===== config.mk =====
export PLATFORM = sky130hd
export DESIGN_NAME = vga_timing
export DESIGN_NICKNAME = d
export VERILOG_FILES = /design/src/rtl/vga_timing.sv
export SDC_FILE = /design/constraint.sdc
export NUM_CORES = 1
export LEC_CHECK = 0
export ABC_AREA = 1
export CAP_MARGIN = 25
export CORE_AREA = 2 2 63 65
export DETAILED_ROUTE_END_ITERATION = 10
export DIE_AREA = 0 0 65 67
export MAX_ROUTING_LAYER = met4
export PLACE_DENSITY = 0.79
export SLEW_MARGIN = 25
export SYNTH_ARGS = -nofsm -noshare
export SYNTH_HDL_FRONTEND = slang
export SYNTH_SLANG_ARGS = --single-unit

===== constraint.sdc =====
create_clock -name clk -period 1.8 [get_ports clk]
set_input_delay 0.27 -clock clk [delete_from_list [all_inputs] [get_ports clk]]
set_output_delay 0.27 -clock clk [all_outputs]
set_load 0.01 [all_outputs]

===== src/rtl/vga_timing.sv =====
// VGA raster timing generator: free-running x/y counters plus sync, blanking and
// frame-start flags delayed to line up with a pipelined downstream pixel source.
module vga_timing #(
    parameter int unsigned H_ACTIVE   = 640,
    parameter int unsigned H_FRONT    = 16,
    parameter int unsigned H_SYNC     = 96,
    parameter int unsigned H_BACK     = 48,
    parameter int unsigned V_ACTIVE   = 480,
    parameter int unsigned V_FRONT    = 10,
    parameter int unsigned V_SYNC     = 2,
    parameter int unsigned V_BACK     = 33,
    parameter int unsigned PIPE_DELAY = 2
) (
    input  logic        clk,
    input  logic        rst,
    output logic [10:0] x,
    output logic [10:0] y,
    input  logic [2:0]  i_pixel,
    output logic        o_hsync,
    output logic        o_vsync,
    output logic [2:0]  o_rgb,
    output logic        o_frame_start
);
    localparam int unsigned CW       = 11;
    localparam int unsigned H_TOTAL  = H_ACTIVE + H_FRONT + H_SYNC + H_BACK;
    localparam int unsigned V_TOTAL  = V_ACTIVE + V_FRONT + V_SYNC + V_BACK;
    localparam int unsigned HS_START = H_ACTIVE + H_FRONT;
    localparam int unsigned HS_END   = HS_START + H_SYNC;
    localparam int unsigned VS_START = V_ACTIVE + V_FRONT;
    localparam int unsigned VS_END   = VS_START + V_SYNC;
    localparam int unsigned DEPTH    = PIPE_DELAY + 1;

    logic             active;
    logic             hs_raw;
    logic             vs_raw;
    logic             frame_raw;
    logic             act_dly;
    logic [DEPTH-1:0] hs_sr;
    logic [DEPTH-1:0] vs_sr;
    logic [DEPTH-1:0] fs_sr;

    // Raster counters: y advances only on the x wrap
    always_ff @(posedge clk or posedge rst) begin
        if (rst) begin
            x <= '0;
            y <= '0;
        end else if (x == CW'(H_TOTAL - 1)) begin
            x <= '0;
            y <= (y == CW'(V_TOTAL - 1)) ? '0 : y + CW'(1);
        end else begin
            x <= x + CW'(1);
        end
    end

    always_comb begin
        active    = (x < CW'(H_ACTIVE)) && (y < CW'(V_ACTIVE));
        hs_raw    = !((x >= CW'(HS_START)) && (x < CW'(HS_END)));
        vs_raw    = !((y >= CW'(VS_START)) && (y < CW'(VS_END)));
        frame_raw = (x == '0) && (y == '0);
    end

    // Sync/frame delay lines; the last stage drives the pins directly
    always_ff @(posedge clk or posedge rst) begin
        if (rst) begin
            hs_sr <= '1;
            vs_sr <= '1;
            fs_sr <= '0;
        end else begin
            hs_sr <= (hs_sr << 1) | DEPTH'(hs_raw);
            vs_sr <= (vs_sr << 1) | DEPTH'(vs_raw);
            fs_sr <= (fs_sr << 1) | DEPTH'(frame_raw);
        end
    end

    assign o_hsync       = hs_sr[DEPTH-1];
    assign o_vsync       = vs_sr[DEPTH-1];
    assign o_frame_start = fs_sr[DEPTH-1];

    // Active flag delayed to match the pixel arriving on i_pixel
    if (PIPE_DELAY == 0) begin : g_act_direct
        assign act_dly = active;
    end else begin : g_act_pipe
        logic [PIPE_DELAY-1:0] act_sr;

        always_ff @(posedge clk or posedge rst) begin
            if (rst) begin
                act_sr <= '0;
            end else begin
                act_sr <= (act_sr << 1) | PIPE_DELAY'(active);
            end
        end

        assign act_dly = act_sr[PIPE_DELAY-1];
    end

    // Pixel register with blanking folded in, landing on the same edge as the syncs
    always_ff @(posedge clk or posedge rst) begin
        if (rst) begin
            o_rgb <= 3'b000;
        end else begin
            o_rgb <= act_dly ? i_pixel : 3'b000;
        end
    end

endmodule


==> summary.txt <==
Run status
  • Result of the run: finished clean

Logic synthesis
  • Total of flip-flops plus latches after synthesis: 36
  • Syn. warnings: 0
  • Number of distinct library cells after synthesis: 24
  • Cell area after synthesis: 0.001754 mm²
  • Average cell area after synthesis: 8.599 µm²
  • Post-Synthesis Net Count: 213
  • Proportion of synthesized chip area in sequential cells: 0.5178
  • Synthesized instance count: 204

Power and ir drop
  • Worst vdd rail ir drop: 0.0004852 V
  • Combinational group share of total power: 0.024
  • Switching share of power: 0.1915
  • Power density over cell area: 678.8 mW/mm²
  • Portion of total power attributed to sequential cells: 0.531
  • Internal: 1239 µW
  • Sw power: 293.6 µW
  • Static leakage: 0.001105 µW
  • Proportion of power drawn by the clock network: 0.446

Place
  • Pre-CTS worst setup slack: 0.1618 ns
  • Weighted congestion reported at the end of routability-driven placement: 0.8976
  • Number of buffers added on ports: 32
  • DP Wirelength: 2520 µm

Clock network
  • Number of gates resized after cts: 0
  • Clock-pin slew on the worst setup and hold paths: 0.08 ns
  • TritonCTS clock tree: yes
  • Maximum clock path buffer count: 2
  • H-tree depth: 2
  • Postcts setup bufs: 0
  • Cts bufs inserted: 5
  • Clock Tree Root: sky130_fd_sc_hd__clkbuf_8
  • Clock Sinks: 36
  • Clock latency on the worst-skew pair: 0.29 ns
  • CTS Hold Buffers Added: 0

Floorplan
  • Standard-cell row count: 22
  • I/O pin count: 33
  • Floorplan die area: 0.004355 mm²
  • Die Width: 65 µm
  • Die outline height: 67 µm
  • Initial Util: 0.4865
  • Core area: 0.003606 mm²

STA
  • Tightest Pin Transition: 0.4345 ns
  • Max_slew headroom: 0.7103
  • Max Clock Freq: 594.3 MHz
  • RSZ-0062 raised after global routing: false
  • Worst setup margin: 0.1174 ns
  • Hold Violations, Final: 0
  • Setup TNS: 0 ns
  • Part of the cycle the worst path needs: 0.9348
  • Largest clock skew in the final design: 0.01290 ns
  • Clock period minus final worst setup slack: 1.683 ns
  • Setup violators final: 0
  • Number of pins exceeding their max-slew limit in the final report: 0

Worst setup path
  • Crit path buffers/inverters: 1
  • Capturing element type of the critical path: output pin
  • Arrival time worst endpoint: 1.41 ns
  • Endpoint of the most critical register-to-register path: y[3]
  • Critical path start-end classification: flop to output pin
  • Worst-path cell chain: clkdlybuf4s50_1
  • Worst Path Max Fanout: 8
  • Required time worst endpoint: 1.53 ns
  • Critical Path Slowest Stage Cell: sky130_fd_sc_hd__clkdlybuf4s50_1
  • Worst R2R Start: x[0]
  • Element type at the critical path start: flop
  • Largest stage delay on the critical path: 0.60 ns
  • Internal reg-to-reg setup slack: 0.22 ns
  • Logic depth of the worst register-to-register path: 6
  • Top delay family on crit path: buffers and inverters

Global route
  • Via count of the first global-routing pass: 1363
  • Maximum number of pins on one net before global-route repair: 37
  • Antenna violations before repair: 0
  • Total global-route track usage: 0.1981
  • Residual overflow from global routing: 0
  • Wire length of the first global-routing pass: 6210 µm

Route
  • Residual antenna-violating net count after detailed routing: 0
  • Final Routed Wirelength: 3467 µm
  • Initial drt markers: 47
  • Total via count in the routed design: 1428
  • DRC violations left: 0
  • First-pass detailed-route iteration total: 4
  • Final routed wire length divided by cell count: 11.79 µm
  • Via count normalized by instance count: 4.857

Hold path
  • Worst-case hold path end point: vs_sr[1]
  • Hold Path Depth: 0
  • Hold WC Path Type: flop to flop
  • Start point of the worst hold path: vs_sr[0]

Finish
  • Most frequent standard cell in the layout excluding fill and tap cells: sky130_fd_sc_hd__nand2_1
  • Most frequent cells in the layout: 40 x sky130_fd_sc_hd__nand2_1, 35 x sky130_fd_sc_hd__inv_1, 32 x sky130_fd_sc_hd__clkdlybuf4s50_1
  • Synthesis-to-layout area growth: 28.74%
  • Number of nets in the layout: 254
  • Fill cell instance count of the final layout: 328
  • Number of diodes: 0
  • Share of layout cells above drive strength 1: 0.1179

Flow run
  • Max-capacitance violation count: 0
worst reg2reg max path, delay by kind of cell (launching register included):
family / cells / cell delay (ns)
fa+ha+maj: 1 / 0.26
buf+inv: 1 / 0.12
flops: 1 / 0.42
simple gates: 4 / 0.67
cells in the mapped netlist, drive strengths merged:
cell,instances,area (µm²)
nand3,18,95.09
dfstp,6,157.7
and3,1,6.260
buf,3,21.27
xor2,6,52.55
nor3,6,35.03
inv,35,131.4
ha,4,50.05
xnor2,3,41.29
nand4,4,25.02
o21ai,3,15.01
a21oi,4,20.02
nand3b,2,15.01
dfrtp,30,750.7
nand2,45,181.4
nor4,4,25.02
nor2,29,123.9
o211ai,1,7.510
layout make-up:
class | instances | area, µm² | share of cell area
clock inverters | 2 | 35.03 | 0.01551
clock buffers | 6 | 72.57 | 0.03213
flip-flops and latches | 36 | 908.4 | 0.4022
well taps | 48 | 60.06 | 0.02659
multi-input cells | 130 | 693.2 | 0.3069
inverters | 35 | 131.4 | 0.05817
repair buffers | 37 | 357.8 | 0.1584
metrics by stage:
step,std cells,utilization,hold slack [ns],power [µW],instance area (µm²)
floorplan,204,-,0.3312,844.7,1754
global placement,284,0.5923,0.3331,865.7,2136
detailed placement,284,0.5923,0.3473,866.0,2136
CTS,292,0.6221,0.3573,1559,2243
global route,294,0.6263,0.3601,1606,2258
finish,294,0.6263,0.3566,1533,2258
routing by layer:
layer | global-route usage | wire length [µm] | vias to the layer above
met1 | 0.2497 | 1633 | 667
met3 | 0.04730 | 200 | 5
met4 | 0.08777 | 75 | 0
met5 | - | 0 | -
met2 | 0.3054 | 1557 | 44
li1 | - | - | 712
worst max path at each step:
stage	end	slack, ns	cells past startpoint	start
2_1_floorplan	y[7]	0.34	8	x[0]
3_3_place_gp	y[9]	0.24	8	x[0]
3_5_place_dp	x[4]	0.16	8	x[0]
4_1_cts	y[6]	0.11	1	y[6]
5_1_grt	y[2]	0.04	6	x[0]
6_report	y[6]	0.12	1	y[6]
registers in the layout, summed over array words and instances (netlist names):
| signal | cells |
|---|---|
| fs_sr | 3 |
| y | 11 |
| hs_sr | 3 |
| g_act_pipe.act_sr | 2 |
| x | 11 |
| vs_sr | 3 |
| o_rgb | 3 |
cells by family (layout without fill, tap and decap cells):
kind of cell | Yosys count | count (layout) | share of synthesized area
simple gates | 109 | 109 | 0.2889
buf+inv | 38 | 80 | 0.08702
flops | 36 | 36 | 0.5178
xor+xnor | 9 | 9 | 0.05350
compound gates | 8 | 8 | 0.02425
fa+ha+maj | 4 | 4 | 0.02853
power groups by stage:
stage	logic (µW)	clock network, µW	registers [µW]
2_1_floorplan	14.3	0	830
4_1_cts	37.9	708	813
3_3_place_gp	37.5	0	828
5_1_grt	42.0	751	813
3_5_place_dp	37.6	0	828
6_report	36.3	683	814
Note: power is estimated with default switching activity, not from simulation.
